### config.mk
export PLATFORM = sky130hd
export DESIGN_NAME = datapath
export DESIGN_NICKNAME = d
export VERILOG_FILES = /design/src/rtl/datapath.sv
export SDC_FILE = /design/constraint.sdc
export NUM_CORES = 1
export LEC_CHECK = 0
export ABC_AREA = 1
export CORE_ASPECT_RATIO = 1.75
export CORE_UTILIZATION = 54
export DETAILED_ROUTE_END_ITERATION = 6
export GPL_ROUTABILITY_DRIVEN = 0
export GPL_TIMING_DRIVEN = 0
export HOLD_SLACK_MARGIN = 0.15
export PLACE_DENSITY = 0.79
export SETUP_SLACK_MARGIN = 0.5
export SLEW_MARGIN = 20
export SYNTH_ARGS = -nofsm -noshare
export SYNTH_HDL_FRONTEND = slang
export SYNTH_SLANG_ARGS = --single-unit
### constraint.sdc
create_clock -name clk -period 4.1 [get_ports clk]
set_input_delay 0.82 -clock clk [delete_from_list [all_inputs] [get_ports clk]]
set_output_delay 0.82 -clock clk [all_outputs]
set_load 0.02 [all_outputs]
### src/rtl/datapath.sv
// 16-bit register-file datapath: R0..R7, ALU operand A, result G,
// one shared priority-muxed bus, all sequencing driven by external enables.
module datapath #(
    parameter int WIDTH = 16,
    parameter int NREGS = 8
) (
    input  logic             clk,
    input  logic             reset,
    input  logic [WIDTH-1:0] ext_data,
    input  logic             ext_data_en,
    input  logic [NREGS-1:0] reg_in_en,
    input  logic [NREGS-1:0] reg_out_en,
    input  logic             alu_reg_en,
    input  logic             alu_sel,
    input  logic             g_reg_en,
    input  logic             alu_out_en,
    output logic [WIDTH-1:0] bus,
    output logic             bus_conflict
);

    localparam int CW = $clog2(NREGS + 3);

    logic [WIDTH-1:0] regs_q [NREGS];
    logic [WIDTH-1:0] regs_d [NREGS];
    logic [WIDTH-1:0] a_q;
    logic [WIDTH-1:0] a_d;
    logic [WIDTH-1:0] g_q;
    logic [WIDTH-1:0] g_d;

    logic [WIDTH-1:0] reg_bus;
    logic             reg_hit;
    logic [CW-1:0]    src_cnt;
    logic [WIDTH-1:0] alu_res;

    // Lowest-index enabled register wins among register sources.
    always_comb begin
        reg_bus = '0;
        reg_hit = 1'b0;
        for (int i = 0; i < NREGS; i++) begin
            if (reg_out_en[i] && !reg_hit) begin
                reg_bus = regs_q[i];
                reg_hit = 1'b1;
            end
        end
    end

    always_comb begin
        bus = '0;
        if (ext_data_en) begin
            bus = ext_data;
        end else if (alu_out_en) begin
            bus = g_q;
        end else if (reg_hit) begin
            bus = reg_bus;
        end
    end

    always_comb begin
        src_cnt = CW'(ext_data_en) + CW'(alu_out_en);
        for (int i = 0; i < NREGS; i++) begin
            src_cnt = src_cnt + CW'(reg_out_en[i]);
        end
        bus_conflict = (src_cnt > CW'(1));
    end

    always_comb begin
        alu_res = alu_sel ? (a_q - bus) : (a_q + bus);
    end

    // Reset is folded into the next-state logic so it overrides every load.
    always_comb begin
        a_d = a_q;
        g_d = g_q;
        for (int i = 0; i < NREGS; i++) begin
            regs_d[i] = regs_q[i];
        end
        if (reset) begin
            a_d = '0;
            g_d = '0;
            for (int i = 0; i < NREGS; i++) begin
                regs_d[i] = '0;
            end
        end else begin
            if (alu_reg_en) begin
                a_d = bus;
            end
            if (g_reg_en) begin
                g_d = alu_res;
            end
            for (int i = 0; i < NREGS; i++) begin
                if (reg_in_en[i]) begin
                    regs_d[i] = bus;
                end
            end
        end
    end

    always_ff @(posedge clk) begin
        a_q    <= a_d;
        g_q    <= g_d;
        regs_q <= regs_d;
    end

endmodule

==> flow_results.org <==
** Floorplan
- The initial utilization of the core area, before any placement, comes to 55.37%.
- From bottom edge to top edge, the die measures 165.2 microns.
- Num ports :: 56
- Floorplan die area :: 15730 sq um
- The floorplan step defined a core boundary enclosing 14840 sq um.
- Floorplan row count :: 59
- The die is 95.24 microns wide.

** STA
- Slew Viols, Final :: 0
- Total of endpoints with negative setup slack in the final report :: 10
- Worst Hold Slack :: 0.5280 ns
- At the pin with the least slew margin, the transition time is 0.6773 ns.
- After layout, the worst path uses 110.4% of the clock period.
- The final count of hold timing violations was 0.
- The smallest clock period supported by the final layout is computed as 4.527 ns.
- In the post-route analysis, the smallest setup slack over all paths is -0.4275 ns.
- Peak clock frequency supported by timing :: 0.2209 GHz
- Clock Skews :: 0.01342 ns
- Unrepaired setup endpoints after global routing :: true
- Worst relative slew slack :: 54.85%

** Pwr
- Peak supply drop :: 338.3 uV
- Power per cell area :: 434.6 nW/um^2
- Static Leakage :: 4.950 nW

** Clocking
- CTS tree :: done
- Clock input transition at the sequential cells of the worst setup and hold paths :: 0.07 ns
- Insertion delay to the later sink of the worst-skew pair :: 0.44 ns
- The longest clock path from root to sink contains 2 buffers.
- Depth of the CTS H-tree :: 4
- CTS sink count :: 160
- The number of clock buffers added by TritonCTS is 17.
- Root buffer cell :: clkbuf_16

** Min path
- The path with the worst hold slack has its endpoint at regs_q[70]$_SDFFE_PP0P_.
- The worst hold path begins at regs_q[70]$_SDFFE_PP0P_.
- In this run the worst hold path is classified as flop to flop.
- Number of stages on the worst hold path :: 2

** Placement
- Port buffering added 53 buffers.
- Post-place setup slack :: -1.832 ns
- Detailed placer's ending HPWL :: 19.11 mm

** GRT
- For met2 alone, demand over resource in global routing was 67.21%.
- After global routing, the most crowded layer is met2.
- GRT Residual Overflow :: 0
- Initial antenna violation count :: 0
- Global routing used 7.601% of the available met3 tracks.
- The via count of the first global-routing pass came to 8740.
- Maximum number of pins on one net before global-route repair :: 17
- Global-route wire length before repair :: 46.31 mm
- Global routing used 41.04% of the available met1 tracks.
- Across every metal layer, demand over resource in global routing totals 40.30%.

** Critical path
- The number of buffers and inverters on the critical path is 8.
- For the worst setup path, the data arrival time is 4.86 ns.
- Maximum net fanout on the critical path :: 10
- Launching element type of the critical path :: input port
- The worst setup path is of the input port to flop kind.
- The worst register-to-register path ends at g_q[15]$_SDFFE_PP0P_.
- Counting stages on the worst path, the most repeated cell is nand2_1.
- The worst register-to-register path has a setup slack of 0.01 ns.
- R2r worst-path depth :: 28
- Critical Path Slowest Stage Cell :: ha_1
- Kind of end point of the critical path :: flop
- For this run, the slowest stage of the critical path takes 0.34 ns.
- Launch point of the worst reg-to-reg path :: regs_q[113]$_SDFFE_PP0P_
- Data required, critical path :: 4.43 ns
- Gate family responsible for the most delay along the worst path :: simple AND/OR/NAND/NOR gates

** Logic synthesis
- Synthesis handed over a netlist of 1163 instances.
- For this run, asynchronously set or reset flops after synthesis account for 0%.
- By area the synthesized netlist is led by dfxtp_1, a21oi_1, o21ai_0.
- Sequential elements use 38.99% of the synthesized area.
- Biggest area consumer among synthesized cells :: dfxtp_1
- Synthesis instantiated 41 different standard cells from the library.
- Flip-flop cell with the highest count after synthesis :: dfxtp_1
- In this run the cell area of the synthesized design comes to 8215 sq um.
- Area share of the largest cell type after synthesis :: 38.99%
- Number of enable flip-flop cells after synthesis :: 0
- Number of synthesized register bits :: 160
- The average instance in the mapped netlist occupies 7.064 sq um.
- nand2_1 is the most common cell in the netlist.
- Ranking of synthesized cells by instance count :: nand2_1, a21oi_1, o21ai_0
- Yosys warnings :: 0
- The number of nets handed over by synthesis was 1227.

** Detailed routing
- After detailed routing, the average wire length per cell comes to 22.19 microns.
- The detail route stage leaves a number of antenna-violating nets equal to 0.
- Pre-Repair DR Iteration Count :: 6
- In the routed layout, each cell is associated on average with a via count of 6.308.
- Residual DRC count :: 0
- The detailed router placed 9538 vias in this run.
- Total wire length :: 33.56 mm
- For this block, the initial DRC count from the detailed router was 1216.

** Layout
- Count of antenna diodes in the layout :: 0
- Layout-stage area growth over the synthesis result :: 34.48%
- The post-route netlist has 24.68% of its cells at a drive strength greater than 1.
- The filler cells instantiated in the layout total 989.
- Layout Nets :: 1380

** Run
- Max-cap violations in this run came to 0.

** Outcome
- The run finished, with violations left.
- Violated checks :: negative setup slack
==> state kept, by name, indices dropped and copies added, names as in the netlist <==
signal / flops
regs_q: 128
g_q: 16
a_q: 16
==> stage by stage <==
step | instance area, sq um | total power, W | std cells | util (%) | setup TNS [ns]
6_report | 11050 | 0.004802 | 1512 | 74.46 | -2.779
5_1_grt | 11050 | 0.004930 | 1512 | 74.46 | -4.199
4_1_cts | 10460 | 0.004519 | 1478 | 70.52 | -0.5822
3_5_place_dp | 9072 | 0.002781 | 1399 | 61.14 | -31.58
3_3_place_gp | 9072 | 0.002763 | 1399 | 61.14 | -32.19
2_1_floorplan | 8313 | 0.002419 | 1163 | - | -0.2388
==> logic make-up (layout without fill, tap and decap cells) <==
| family | count (synthesis) | after routing | share of synthesized area, % |
|---|---|---|---|
| compound gates | 375 | 375 | 23.59 |
| xor+xnor | 24 | 24 | 2.559 |
| fa+ha+maj | 25 | 25 | 4.447 |
| buf+inv | 189 | 355 | 9.427 |
| flops | 160 | 160 | 38.99 |
| simple gates | 390 | 390 | 20.99 |
==> per-layer routing <==
metal	up-vias	share of wire [%]
li1	4119	-
met1	4365	31
met2	771	48
met3	283	9.3
met4	0	12
met5	-	0
==> layout make-up <==
cell class | count | area, sq um | area share, %
buffer | 83 | 644.4 | 5.832
multi-input combinational | 814 | 4792 | 43.37
inverter | 106 | 424.2 | 3.839
clock buffer | 17 | 425.4 | 3.851
sequential | 160 | 3203 | 28.99
timing repair buffer | 134 | 1180 | 10.68
clock inverter | 15 | 150.1 | 1.359
tap | 183 | 229.0 | 2.072
==> worst min-delay path, delay by kind of cell (launching register included) <==
family          cells  cell delay [ns]
flops               1             0.32
compound gates      2             0.17
==> cell usage in the layout, fill, tap and decap left out, types with 3 or more instances in the layout <==
master,count
a21oi_1,173
o21ai_0,149
nand3_1,28
a21oi_2,7
nor2_2,18
inv_1,90
buf_6,18
clkbuf_16,22
buf_2,7
nor2_4,11
or2_2,11
clkinv_4,3
inv_6,6
xor2_2,5
nand2_4,11
xnor2_2,3
buf_12,8
clkbuf_1,51
xor2_1,13
nand2_2,32
buf_8,6
clkdlybuf4s15_2,3
ha_4,4
nand3_2,9
fa_1,5
buf_4,80
clkinvlp_4,4
inv_2,11
dfxtp_1,160
clkbuf_2,5
o21ai_2,9
nor2_1,93
o21ai_1,18
inv_8,4
nand2_1,157
nand4_1,9
ha_1,14
a21boi_2,4
clkdlybuf4s50_1,28
==> how the worst max path moves through the flow <==
stage / slack (ns) / cells after the start / to / start
after floorplan: -0.11 / 30 / g_q[12]$_SDFFE_PP0P_ / reg_out_en[1]
after global placement: -1.83 / 31 / g_q[15]$_SDFFE_PP0P_ / reg_out_en[0]
after detailed placement: -1.83 / 31 / g_q[15]$_SDFFE_PP0P_ / reg_out_en[0]
after CTS: -0.33 / 12 / bus_conflict / reg_out_en[2]
after global routing: -0.61 / 33 / g_q[15]$_SDFFE_PP0P_ / reg_out_en[1]
final: -0.43 / 33 / g_q[12]$_SDFFE_PP0P_ / reg_out_en[1]
==> report_power, final <==
group | switching (W) | internal, W | leakage [nW]
Combinational | 0.000886 | 0.000570 | 3.34
Sequential | 0.0000746 | 0.00169 | 1.33
Clock | 0.000727 | 0.000855 | 0.275
==> repair_timing <==
item / 4_1_cts / 5_1_grt
pin swaps: 53 / 47
gates cloned: 2 / 1
resized for setup: 226 / 104
buffers inserted: 45 / 33
hold buffers: 0 / 0
setup endpoints to repair: 33 / 31
(Power assumes the default switching activity.)
